$ cat config.mk
export PLATFORM = sky130hd
export DESIGN_NAME = led_seq_ctrl
export DESIGN_NICKNAME = d
export VERILOG_FILES = /design/src/rtl/led_seq_ctrl_pkg.sv /design/src/rtl/key_debounce.sv /design/src/rtl/led_seq_ctrl.sv
export SDC_FILE = /design/constraint.sdc
export NUM_CORES = 1
export LEC_CHECK = 0
export CAP_MARGIN = 10
export CORE_ASPECT_RATIO = 1.25
export CORE_UTILIZATION = 53
export DETAILED_ROUTE_END_ITERATION = 12
export GPL_TIMING_DRIVEN = 0
export PLACE_DENSITY = 0.77
export SLEW_MARGIN = 20
export SYNTH_ARGS = -nofsm -noshare
export SYNTH_HDL_FRONTEND = slang
export SYNTH_SLANG_ARGS = --single-unit
$ cat constraint.sdc
create_clock -name clk -period 3.74 [get_ports clk]
set_input_delay 0.935 -clock clk [delete_from_list [all_inputs] [get_ports clk]]
set_output_delay 0.935 -clock clk [all_outputs]
set_load 0.01 [all_outputs]
$ cat src/rtl/led_seq_ctrl_pkg.sv
// -----------------------------------------------------------------------------
// led_seq_ctrl_pkg
// Shared definitions for the LED sequencer: mode and control-FSM encodings,
// the initial LED / RGB patterns of each mode, the minimum legal tick period
// and small pattern helpers used by the top level.
// -----------------------------------------------------------------------------
package led_seq_ctrl_pkg;

  // Pattern modes as seen on cfg_mode / mode.
  typedef enum logic [1:0] {
    MODE_OFF   = 2'd0,
    MODE_ROT   = 2'd1,
    MODE_PING  = 2'd2,
    MODE_BLINK = 2'd3
  } mode_e;

  // Control FSM: RUN accepts requests, APPLY commits the pending ones.
  typedef enum logic {
    ST_RUN   = 1'b0,
    ST_APPLY = 1'b1
  } state_e;

  localparam int          PERIOD_W   = 25;
  localparam logic [PERIOD_W-1:0] PERIOD_MIN = 25'd2;

  // Initial single-colour patterns.
  localparam logic [7:0]  LED_INIT_ROT   = 8'h01;
  localparam logic [7:0]  LED_INIT_PING  = 8'h01;
  localparam logic [7:0]  LED_INIT_BLINK = 8'h00;
  localparam logic [7:0]  LED_DARK       = 8'h00;

  // Initial RGB pattern, ld4..ld1 from left to right.
  localparam logic [11:0] RGB_INIT = 12'b101_101_110_011;
  localparam logic [11:0] RGB_DARK = 12'h000;

  // A period below 2 would make the counter wrap every cycle or never tick.
  function automatic logic [PERIOD_W-1:0] clamp_period(input logic [PERIOD_W-1:0] p);
    return (p < PERIOD_MIN) ? PERIOD_MIN : p;
  endfunction

  function automatic logic [7:0] led_init(input mode_e m);
    case (m)
      MODE_ROT:   return LED_INIT_ROT;
      MODE_PING:  return LED_INIT_PING;
      MODE_BLINK: return LED_INIT_BLINK;
      default:    return LED_DARK;
    endcase
  endfunction

  function automatic logic [11:0] rgb_init(input mode_e m);
    return (m == MODE_OFF) ? RGB_DARK : RGB_INIT;
  endfunction

  // Rotate each 3-bit colour group right by one, independently.
  function automatic logic [11:0] rgb_rotate(input logic [11:0] rgb);
    logic [11:0] r;
    r = '0;
    for (int g = 0; g < 4; g++) begin
      r[g*3 +: 3] = {rgb[g*3], rgb[g*3+2 -: 2]};
    end
    return r;
  endfunction

endpackage

$ cat src/rtl/key_debounce.sv
// -----------------------------------------------------------------------------
// key_debounce
// Synchronises the raw, active-low push-button into the clk domain and
// debounces it. The debounced level follows the synchronised input only after
// the two have disagreed for DB_CYCLES consecutive cycles; any agreement
// restarts the count. A one-cycle key_press marks each debounced 1->0 change.
//
// Ports
//   clk       system clock
//   rst_n     asynchronous active-low reset
//   key_n     raw button, low = pressed, asynchronous to clk
//   key_press one-cycle pulse on a debounced press
// -----------------------------------------------------------------------------
module key_debounce #(
  parameter logic [19:0] DB_CYCLES = 20'd240000
) (
  input  logic clk,
  input  logic rst_n,
  input  logic key_n,
  output logic key_press
);

  logic        sync1;
  logic        sync2;
  logic        level;
  logic [19:0] cnt;
  logic        mismatch;
  logic        settle;

  assign mismatch = (sync2 != level);
  // This cycle is the DB_CYCLES-th consecutive disagreement: level flips now.
  assign settle   = mismatch && (cnt == DB_CYCLES - 20'd1);

  // The pulse is decoded from registered state, so it lasts exactly the one
  // cycle in which the level is about to fall.
  assign key_press = settle && !sync2;

  // NOTE: sequential state uses non-blocking assignments so every flop
  // samples pre-edge values regardless of statement order.
  always_ff @(posedge clk or negedge rst_n) begin
    if (!rst_n) begin
      sync1 <= 1'b1;
      sync2 <= 1'b1;
      level <= 1'b1;
      cnt   <= '0;
    end else begin
      sync1 <= key_n;
      sync2 <= sync1;
      if (!mismatch) begin
        cnt <= '0;
      end else if (settle) begin
        level <= sync2;
        cnt   <= '0;
      end else begin
        cnt <= cnt + 20'd1;
      end
    end
  end

endmodule

$ cat src/rtl/led_seq_ctrl.sv
// -----------------------------------------------------------------------------
// led_seq_ctrl
// LED pattern sequencer. A free-running period counter produces a one-cycle
// tick every period_reg cycles; on each tick in RUN the current mode's LED and
// RGB patterns advance. Mode/period changes come from a host valid/ready
// handshake or from a debounced push-button (next mode, same period) and are
// committed through a one-cycle APPLY state, which also restarts the counter
// and reloads the patterns.
//
// Ports
//   clk, rst_n       clock, asynchronous active-low reset
//   key_n            raw push-button, low = pressed
//   cfg_valid/ready  configuration handshake
//   cfg_mode         requested mode (OFF, ROT, PING, BLINK)
//   cfg_period       requested tick period in cycles (clamped to >= 2)
//   mode             current mode
//   tick             one-cycle pulse at each pattern step
//   led              single-colour pattern
//   ld1..ld4         RGB LEDs, ld1 = rgb[2:0] ... ld4 = rgb[11:9]
// -----------------------------------------------------------------------------
module led_seq_ctrl
  import led_seq_ctrl_pkg::*;
#(
  parameter logic [24:0] DEFAULT_PERIOD = 25'd600,
  parameter logic [19:0] DB_CYCLES      = 20'd240000
) (
  input  logic        clk,
  input  logic        rst_n,
  input  logic        key_n,
  input  logic        cfg_valid,
  output logic        cfg_ready,
  input  logic [1:0]  cfg_mode,
  input  logic [24:0] cfg_period,
  output logic [1:0]  mode,
  output logic        tick,
  output logic [7:0]  led,
  output logic [2:0]  ld1,
  output logic [2:0]  ld2,
  output logic [2:0]  ld3,
  output logic [2:0]  ld4
);

  state_e              state;
  state_e              state_nxt;
  mode_e               mode_r;
  mode_e               pend_mode;
  logic [PERIOD_W-1:0] period_reg;
  logic [PERIOD_W-1:0] pend_period;
  logic [PERIOD_W-1:0] cnt;
  logic [7:0]          led_r;
  logic [11:0]         rgb_r;
  logic                dir_left;

  logic                key_press;
  logic                cfg_fire;
  logic                key_fire;
  logic                apply_now;
  logic                ping_left;
  logic [7:0]          ping_led;

  // ---------------------------------------------------------------------------
  // Push-button front end
  // ---------------------------------------------------------------------------
  key_debounce #(
    .DB_CYCLES (DB_CYCLES)
  ) u_key_debounce (
    .clk       (clk),
    .rst_n     (rst_n),
    .key_n     (key_n),
    .key_press (key_press)
  );

  // ---------------------------------------------------------------------------
  // Control FSM
  // ---------------------------------------------------------------------------
  always_ff @(posedge clk or negedge rst_n) begin
    if (!rst_n) begin
      state <= ST_RUN;
    end else begin
      state <= state_nxt;
    end
  end

  // NOTE: every signal written here gets a default first; a path that leaves
  // one unassigned would infer a latch.
  always_comb begin
    state_nxt = state;
    cfg_ready = 1'b0;
    cfg_fire  = 1'b0;
    key_fire  = 1'b0;
    apply_now = 1'b0;
    case (state)
      ST_RUN: begin
        cfg_ready = 1'b1;
        // The host request wins; a simultaneous key press is simply lost.
        if (cfg_valid) begin
          cfg_fire  = 1'b1;
          state_nxt = ST_APPLY;
        end else if (key_press) begin
          key_fire  = 1'b1;
          state_nxt = ST_APPLY;
        end
      end
      ST_APPLY: begin
        // Presses seen here are dropped: nothing latches them.
        apply_now = 1'b1;
        state_nxt = ST_RUN;
      end
      default: begin
        state_nxt = ST_RUN;
      end
    endcase
  end

  // ---------------------------------------------------------------------------
  // Pending configuration
  // ---------------------------------------------------------------------------
  always_ff @(posedge clk or negedge rst_n) begin
    if (!rst_n) begin
      pend_mode   <= MODE_ROT;
      pend_period <= DEFAULT_PERIOD;
    end else if (cfg_fire) begin
      pend_mode   <= mode_e'(cfg_mode);
      pend_period <= clamp_period(cfg_period);
    end else if (key_fire) begin
      pend_mode   <= mode_e'(mode_r + 2'd1);
      pend_period <= period_reg;
    end
  end

  // ---------------------------------------------------------------------------
  // Period counter and tick
  // ---------------------------------------------------------------------------
  assign tick = (cnt == period_reg - 25'd1);

  always_ff @(posedge clk or negedge rst_n) begin
    if (!rst_n) begin
      cnt <= '0;
    end else if (apply_now || tick) begin
      cnt <= '0;
    end else begin
      cnt <= cnt + 25'd1;
    end
  end

  // ---------------------------------------------------------------------------
  // Pattern generation
  // ---------------------------------------------------------------------------
  // PING turns around at either end before shifting, so the end LEDs are
  // shown for one step only.
  always_comb begin
    ping_left = dir_left;
    if (led_r == 8'h80) begin
      ping_left = 1'b0;
    end else if (led_r == 8'h01) begin
      ping_left = 1'b1;
    end
    ping_led = ping_left ? {led_r[6:0], 1'b0} : {1'b0, led_r[7:1]};
  end

  always_ff @(posedge clk or negedge rst_n) begin
    if (!rst_n) begin
      mode_r     <= MODE_ROT;
      period_reg <= DEFAULT_PERIOD;
      led_r      <= LED_INIT_ROT;
      rgb_r      <= RGB_INIT;
      dir_left   <= 1'b1;
    end else if (apply_now) begin
      // Commit even when the mode is unchanged so the pattern restarts.
      mode_r     <= pend_mode;
      period_reg <= pend_period;
      led_r      <= led_init(pend_mode);
      rgb_r      <= rgb_init(pend_mode);
      dir_left   <= 1'b1;
    end else if (state == ST_RUN && tick) begin
      case (mode_r)
        MODE_ROT: begin
          led_r <= {led_r[0], led_r[7:1]};
          rgb_r <= rgb_rotate(rgb_r);
        end
        MODE_PING: begin
          led_r    <= ping_led;
          dir_left <= ping_left;
          rgb_r    <= rgb_rotate(rgb_r);
        end
        MODE_BLINK: begin
          led_r <= ~led_r;
          rgb_r <= rgb_rotate(rgb_r);
        end
        default: begin
          led_r <= LED_DARK;
          rgb_r <= RGB_DARK;
        end
      endcase
    end
  end

  // ---------------------------------------------------------------------------
  // Outputs
  // ---------------------------------------------------------------------------
  assign mode = mode_r;
  assign led  = led_r;
  assign ld1  = rgb_r[2:0];
  assign ld2  = rgb_r[5:3];
  assign ld3  = rgb_r[8:6];
  assign ld4  = rgb_r[11:9];

endmodule

==> Implementation_results.wiki, run 1 <==
{| class="wikitable"
! Metric !! Value
|-
| GRT overflow || 0
|-
| Reg2reg setup slack || ~90 ps
|-
| Fin worst setup slack || -499 ps
|-
| Critical path start-end classification || reg -> out
|-
| Tightest slew margin relative to the limit || 0.523
|-
| Count of endpoints failing hold in the final timing report || 0
|-
| Synthesized netlist net count || 721
|-
| Vias in the first global route || 5662
|-
| Leakage || 3.41 nW
|-
| Number of library cell types mapped by synthesis || 66
|-
| Detail-routed via count per cell || ~6
|-
| Number of instances on the worst hold path || 0
|-
| Slew at the pin closest to its max-slew limit || approximately 720 ps
|-
| Deepest clock path buffer count || 2
|-
| Number of input and output port buffers inserted || 54
|-
| Clock-pin transition on the worst setup and hold timing paths || 60 ps
|-
| Worst Hold End || u_key_debounce.sync2
|-
| Post-detailed-route wirelength per cell || 17.2 um
|-
| # H-tree levels || 4
|-
| Worst Path Required || 2800 ps
|-
| Worst supply voltage drop on vdd || 0.328 mV
|-
| Maximum clock frequency || 236 MHz
|-
| Number of flip-flops and latches in the synthesized netlist || 124
|-
| Min-delay worst type || reg -> reg
|-
| Cell type contributing the most total cell area after synthesis || sky130_fd_sc_hd__dfrtp_1
|-
| Fin Clk Skew || 6.64 ps
|-
| Max stage delay cell, worst path || sky130_fd_sc_hd__or4b_4
|-
| Worst-path maximum fanout || 6
|-
| Area overhead of the layout relative to synthesis || 24.8%
|-
| Worst r2r dst || rgb_r[8]
|-
| Share of flip-flops with an asynchronous set or reset after synthesis || 1.00
|-
| DRT antenna net count || 0
|-
| Unrepaired setup endpoints after global routing || yes
|-
| Worst Path Buf+Inv || 1
|-
| Clock latency at the later pin of the worst-skew pair || between 400 and 500 ps
|-
| Die H || 127 um
|-
| Max-slew violation count || 0
|-
| Number of enable-type register cells in the synthesized netlist || 0
|-
| Floorplan Core Area || 12100 um2
|-
| NetSw || 1.20 mW
|-
| Worst R2R Path Depth || 11
|-
| Number of design-rule violations left by the first detailed-router iteration || about 270
|-
| Final routed DRC violation total || 0
|-
| Minimum period implied by the final worst setup slack || 4240 ps
|-
| Number of instances in the synthesized netlist || around 680
|-
| Endpoint arrival time on the critical path || approximately 3300 ps
|-
| Average cell area after synthesis || 9.64 um2
|-
| Number of core rows || 45
|-
| Sinks on Clock Net || ~120
|-
| Origin of the worst min-delay path || u_key_debounce.sync1
|-
| Share of total power consumed by net switching || 0.294
|-
| Via count || around 5500
|-
| Total of max-cap violations || 0
|-
| CP startpoint kind || flop
|-
| IO Count || between 50 and 60
|-
| Crit. End Element || output port
|-
| Post-Place Worst Slack || -992 ps
|-
| Launch instance of the worst register-to-register path || period_reg[14]
|-
| Gr usage total || 0.271
|-
| Crit-path cells || or4_4 > or4b_4 > o32ai_4 > o32ai_2 > or4_4 > nor4b_4 > buf_2
|-
| Tcrit/Tclk final || 1.13
|-
| Most frequent CP cell || sky130_fd_sc_hd__or4_4
|-
| Die Span X || just over 100 um
|-
| Net count of the finished layout || 810
|-
| Total stage count of the critical path || 7
|-
| Sequential cell fraction of total power || 0.412
|-
| Cts-stage hold buffer count || 0
|-
| Inserted Diodes || 0
|-
| Most frequently used flop master after synthesis || sky130_fd_sc_hd__dfrtp_1
|-
| Top-area cell type share of the netlist area || 0.384
|-
| Area of the mapped netlist || 6580 um2
|-
| Sum of routed wire length over all layers || 16.3 mm
|-
| Share of power burned in combinational logic || 0.192
|-
| Number of buffers created by CTS || 17
|-
| CTS tree || done
|-
| Stage delay of the slowest cell on the critical path || approximately 570 ps
|-
| Fraction of the yosys area taken by sequential cells || 0.476
|-
| Number of antenna violations at the first check in global routing || 0
|-
| Global-route wire length before repair || 26.8 mm
|-
| Final setup violation count || 1
|-
| Detailed-placement wirelength estimate || 11.2 mm
|-
| Largest cells by area after synthesis || sky130_fd_sc_hd__dfrtp_1, sky130_fd_sc_hd__dfstp_2, sky130_fd_sc_hd__nor2_1, sky130_fd_sc_hd__xnor2_1, sky130_fd_sc_hd__mux2_2
|-
| Largest net degree at the start of global routing || 74
|-
| Share of cells above drive strength 1 || 0.185
|-
| Clock network power share || 0.396
|-
| First-pass DRT Iterations || 5
|-
| Warnings from Yosys || 0
|-
| Violations in the final reports || negative setup slack
|-
| DIE AREA || between 10000 and 15000 um2
|-
| Worst hold slack across all endpoints || approximately 360 ps
|-
| Status || complete, but fails checks
|-
| Placer Congestion || 0.890
|-
| Internal power component || 2.89 mW
|-
| Root buffer selected by CTS || sky130_fd_sc_hd__clkbuf_16
|-
| Delay-heaviest family, CP || simple AND/OR/NAND/NOR gates
|-
| Initial cell density of the core || 0.543
|-
| Total power per unit cell area || 499 nW/um2
|}
per-stage QoR:
stage               setup TNS, ps  cells   util  instance area [um2]  power, mW
floorplan                       0    682      -                 6620       2.11
global placement          -326880    900  0.608                 7360       2.34
detailed placement         -14860    901  0.611                 7390       2.39
CTS                          -634    942  0.672                 8130       4.07
global route                 -575    948  0.678                 8210       4.27
finish                       -499    948  0.678                 8210       4.09
worst max path at each step:
stage / end / slack (ps) / start
6_report: tick / -500 / period_reg[14]
5_1_grt: tick / -570 / period_reg[16]
3_3_place_gp: cnt[19] / -2820 / rst_n
2_1_floorplan: tick / 10 / period_reg[0]
3_5_place_dp: tick / -990 / period_reg[0]
4_1_cts: tick / -630 / period_reg[9]
cells in the final DEF, fill, tap and decap left out, types with 6 or more instances in the layout:
master                            synthesis  layout
sky130_fd_sc_hd__nor4_1                  10       9
sky130_fd_sc_hd__a221o_1                  6       6
sky130_fd_sc_hd__o21ai_0                 45      45
sky130_fd_sc_hd__dfstp_2                 23      23
sky130_fd_sc_hd__nand4_1                 10      10
sky130_fd_sc_hd__clkbuf_1                21      19
sky130_fd_sc_hd__mux2i_1                 11      11
sky130_fd_sc_hd__xor2_1                  24      24
sky130_fd_sc_hd__a22o_1                  11      11
sky130_fd_sc_hd__a22oi_1                  6       6
sky130_fd_sc_hd__clkdlybuf4s50_1          0      52
sky130_fd_sc_hd__a21oi_1                 26      26
sky130_fd_sc_hd__mux2_2                  24      24
sky130_fd_sc_hd__clkbuf_16                0      17
sky130_fd_sc_hd__buf_4                    0      19
sky130_fd_sc_hd__xnor2_1                 41      41
sky130_fd_sc_hd__nor2_1                 100     100
sky130_fd_sc_hd__inv_1                   19      18
sky130_fd_sc_hd__nand3_1                 25      25
sky130_fd_sc_hd__dfrtp_1                101      98
sky130_fd_sc_hd__nand2_1                 59      59
sky130_fd_sc_hd__o2bb2ai_1                7       6
sky130_fd_sc_hd__nor3_1                  18      14
sky130_fd_sc_hd__and3_1                   9       9
sky130_fd_sc_hd__ha_1                     8       7
layer usage:
metal  wire length [um]  GRT usage  vias up
li1                   -          -     2576
met1               6670      0.318     2778
met2               8640      0.472      151
met3                572     0.0441       35
met4                433      0.141        0
met5                  0          0        -
power groups by stage:
stage          clock network, mW  logic (mW)  registers (mW)
6_report                    1.62       0.788            1.68
3_5_place_dp                   0       0.691            1.69
4_1_cts                     1.63       0.758            1.68
5_1_grt                     1.70       0.864            1.70
3_3_place_gp                   0       0.656            1.69
2_1_floorplan                  0       0.459            1.65
final cells by class:
cell class,count,area [um2]
Timing Repair Buffer,75,716
Multi-Input combinational cell,508,3370
Fill cell,928,3890
Clock buffer,19,443
Tap cell,164,205
Sequential cell,124,3140
Clock inverter,13,140
Inverter,19,71.3
Buffer,26,130
cells in the mapped netlist, types with 7 or more instances:
library cell / instances
sky130_fd_sc_hd__o21ai_0: 45
sky130_fd_sc_hd__mux2_2: 24
sky130_fd_sc_hd__mux2i_1: 11
sky130_fd_sc_hd__a21oi_1: 26
sky130_fd_sc_hd__nand2_1: 59
sky130_fd_sc_hd__nor4_1: 10
sky130_fd_sc_hd__nand4_1: 10
sky130_fd_sc_hd__ha_1: 8
sky130_fd_sc_hd__o2bb2ai_1: 7
sky130_fd_sc_hd__nand3_1: 25
sky130_fd_sc_hd__and3_1: 9
sky130_fd_sc_hd__xor2_1: 24
sky130_fd_sc_hd__clkbuf_1: 21
sky130_fd_sc_hd__a22o_1: 11
sky130_fd_sc_hd__nor3_1: 18
sky130_fd_sc_hd__dfstp_2: 23
sky130_fd_sc_hd__nor2_1: 100
sky130_fd_sc_hd__dfrtp_1: 101
sky130_fd_sc_hd__inv_1: 19
sky130_fd_sc_hd__xnor2_1: 41
repair_timing:
item                       4_1_cts  5_1_grt
cloned                           0        1
setup buffers                   12        7
setup endpoints to repair       45       47
pin swaps                        3        3
resized for setup               23        9
kinds of logic (layout without fill, tap and decap cells):
group	Yosys count	in the layout	synth area share
mux	35	35	0.0578
fa+ha+maj	8	8	0.0152
simple gates	277	277	0.207
buf+inv	50	152	0.0321
flops	124	124	0.476
xor+xnor	65	65	0.0866
compound gates	123	123	0.125
Power figures use the tool's default switching activity.
==> run 2, diff against run 1 <==
--- a/config.mk
+++ b/config.mk
@@ -8,6 +8,7 @@
 export CAP_MARGIN = 10
 export CORE_ASPECT_RATIO = 1.25
 export CORE_UTILIZATION = 53
+export CTS_CLUSTER_SIZE = 12
 export DETAILED_ROUTE_END_ITERATION = 12
 export GPL_TIMING_DRIVEN = 0
 export PLACE_DENSITY = 0.77
==> results of run 2 <==
No change in the layout: final DEF, timing and power equal those of run 1.
==> run 3, diff against run 2 <==
--- a/config.mk
+++ b/config.mk
@@ -7,11 +7,11 @@
 export LEC_CHECK = 0
 export CAP_MARGIN = 10
 export CORE_ASPECT_RATIO = 1.25
-export CORE_UTILIZATION = 53
+export CORE_UTILIZATION = 58
 export CTS_CLUSTER_SIZE = 12
 export DETAILED_ROUTE_END_ITERATION = 12
 export GPL_TIMING_DRIVEN = 0
-export PLACE_DENSITY = 0.77
+export PLACE_DENSITY = 0.8
 export SLEW_MARGIN = 20
 export SYNTH_ARGS = -nofsm -noshare
 export SYNTH_HDL_FRONTEND = slang
==> constraint.sdc (replaced) <==
create_clock -name clk -period 4.4 [get_ports clk]
set_input_delay 1.1 -clock clk [delete_from_list [all_inputs] [get_ports clk]]
set_output_delay 1.1 -clock clk [all_outputs]
set_load 0.01 [all_outputs]
==> run 3 against run 2 <==
Compared with the run above:
- final cell count fell by 3.7%
- total power fell by 15%
- die area fell by 8.5%
- final area fell by 1.6%
- critical endpoint unchanged
- count of clock-buffer cells in the layout rose by 4
- combinational power fell by 18%
- setup slack improved by 350 ps
- largest cell class unchanged
- hold slack got worse by 7.4 ps
- sequential power fell by 14%
- the flow still finishes with violations (negative setup slack)
- routed wire length rose by 2.0%
- core utilization rose by 5.1 points
- via count rose by 1.2%
==> Implementation_results.wiki, run 3 (synthesis gave the netlist of run 1 again) <==
{| class="wikitable"
! Metric !! Value
|-
| Unrepaired setup endpoints after global routing || yes
|-
| Clock-pin transition on the worst setup and hold timing paths || 50 ps
|-
| Detailed-placement wirelength estimate || around 11 mm
|-
| Crit-path cells || or4_4 > buf_6 > buf_4 > nor4b_4 > mux2i_1 > o32ai_2 > or4_4 > nor4b_4 > buf_2
|-
| Critical path start-end classification || reg -> out
|-
| Number of buffers created by CTS || 17
|-
| Origin of the worst min-delay path || u_key_debounce.sync1
|-
| Count of endpoints failing hold in the final timing report || 0
|-
| Root buffer selected by CTS || sky130_fd_sc_hd__clkbuf_16
|-
| # H-tree levels || 4
|-
| DIE AREA || 11800 um2
|-
| Total power per unit cell area || 431 nW/um2
|-
| Sinks on Clock Net || 124
|-
| Worst supply voltage drop on vdd || 0.247 mV
|-
| Most common cell after layout, fill and taps aside || sky130_fd_sc_hd__nor2_1
|-
| Die H || 121 um
|-
| Cts-stage hold buffer count || 0
|-
| Worst-path maximum fanout || 5
|-
| Violations in the final reports || negative setup slack
|-
| Tcrit/Tclk final || 1.03
|-
| Endpoint arrival time on the critical path || 3450 ps
|-
| Via count || 5609
|-
| Launch instance of the worst register-to-register path || period_reg[10]
|-
| Min-delay worst type || reg -> reg
|-
| Setup crit start || period_reg[10]
|-
| Inserted Diodes || 0
|-
| Clock latency at the later pin of the worst-skew pair || 410 ps
|-
| Number of design-rule violations left by the first detailed-router iteration || slightly above 400
|-
| Net count of the finished layout || approximately 800
|-
| Gr usage total || 0.301
|-
| Max-slew violation count || 0
|-
| Crit. End Element || output port
|-
| Floorplan Core Area || approximately 11000 um2
|-
| Total of max-cap violations || 0
|-
| CP startpoint kind || flop
|-
| Worst Path Required || 3300 ps
|-
| DRT antenna net count || 0
|-
| Number of antenna violations at the first check in global routing || 0
|-
| Die Span X || 97.3 um
|-
| Placer Congestion || 0.900
|-
| Vias in the first global route || about 5800
|-
| CTS tree || done
|-
| Stage delay of the slowest cell on the critical path || 540 ps
|-
| Sum of routed wire length over all layers || 16.6 mm
|-
| Highest-count cells in the layout ignoring fill and taps || sky130_fd_sc_hd__nor2_1, sky130_fd_sc_hd__dfrtp_1, sky130_fd_sc_hd__nand2_1
|-
| Non-filler cells, final || 913
|-
| Deepest clock path buffer count || 2
|-
| Final routed DRC violation total || 0
|-
| Fin Clk Skew || 7.93 ps
|-
| Placed cells || slightly below 900
|-
| Reg2reg setup slack || between 400 and 500 ps
|-
| Final setup violation count || 1
|-
| Tightest slew margin relative to the limit || 0.522
|-
| Slew at the pin closest to its max-slew limit || 717 ps
|-
| Share of cells above drive strength 1 || 0.174
|-
| Maximum clock frequency || 220 MHz
|-
| Largest net degree at the start of global routing || 87
|-
| Leakage || 3.36 nW
|-
| IO Count || 55
|-
| Global-route wire length before repair || 27.8 mm
|-
| Number of input and output port buffers inserted || 54
|-
| Post-detailed-route wirelength per cell || 18.2 um
|-
| Minimum period implied by the final worst setup slack || between 4000 and 5000 ps
|-
| First-pass DRT Iterations || 5
|-
| Utilization after layout || 0.729
|-
| Max stage delay cell, worst path || sky130_fd_sc_hd__or4_4
|-
| GRT overflow || 0
|-
| Initial cell density of the core || 0.593
|-
| Fin worst setup slack || -149 ps
|-
| Area overhead of the layout relative to synthesis || 22.9%
|-
| Status || complete, but fails checks
|-
| Number of core rows || 43
|-
| Detail-routed via count per cell || 6.14
|}
-- run 3: cell types whose count changed in the layout (fill, tap and decap cells not counted), sizes merged --
cell,delta
buf,-6
inv,-3
clkinv,-1
clkbuf,+4
bufinv,+1
clkinvlp,-1
-- run 3: where the power goes --
group / internal, mW / switching [mW] / total (mW)
Clock: 0.901 / 0.492 / 1.39
Combinational: 0.310 / 0.336 / 0.646
Sequential: 1.29 / 0.158 / 1.45
Total: 2.50 / 0.987 / 3.49
-- run 3: worst paths after layout --
kind	end	cells after the start
max	tick	9
min	u_key_debounce.sync2	0
max reg2reg	rgb_r[0]	12
min reg2reg	u_key_debounce.sync2	0
max in group asynchronous	period_reg[4]	2
min in group asynchronous	u_key_debounce.cnt[13]	1
-- run 3: worst max-delay path: cells and delay by family, from the launching register on --
kind | cells | cell delay [ps]
and+or+nand+nor | 4 | 1710
buffers and inverters | 3 | 470
DFF | 1 | 410
muxes | 1 | 310
AOI/OAI and AO/OA | 1 | 140
-- run 3: stage by stage --
step,area (um2),power [mW],setup WS [ps],hold WS [ps],setup TNS [ps]
6_report,8080,3.49,-149,356,-149
5_1_grt,8080,3.62,-218,362,-218
4_1_cts,8060,3.46,-151,357,-151
3_5_place_dp,7320,2.02,-801,349,-1170
3_3_place_gp,7290,1.98,-2280,348,-249190
2_1_floorplan,6580,1.78,181,345,0
-- run 3: layout make-up --
class	instances	area, um2
buffer	28	140
clock inverter	9	124
inverter	19	71.3
fill	782	3000
timing repair buffer	67	654
sequential	124	3140
clock buffer	23	458
tap	135	169
multi-input combinational	508	3330
-- run 3: what timing repair did --
action | in CTS | in global routing
resized for setup | 27 | 6
gates cloned | 0 | 0
endpoints found under the setup margin | 31 | 1
pin swaps | 8 | 3
buffers inserted | 10 | 2
-- run 3: layer usage --
metal  track usage  routed length [um]  vias to the layer above
met5             0                   0                        -
li1              -                   -                     2564
met1         0.355                6680                     2770
met4         0.164                 670                        0
met2         0.528                8530                      212
met3        0.0484                 748                       63
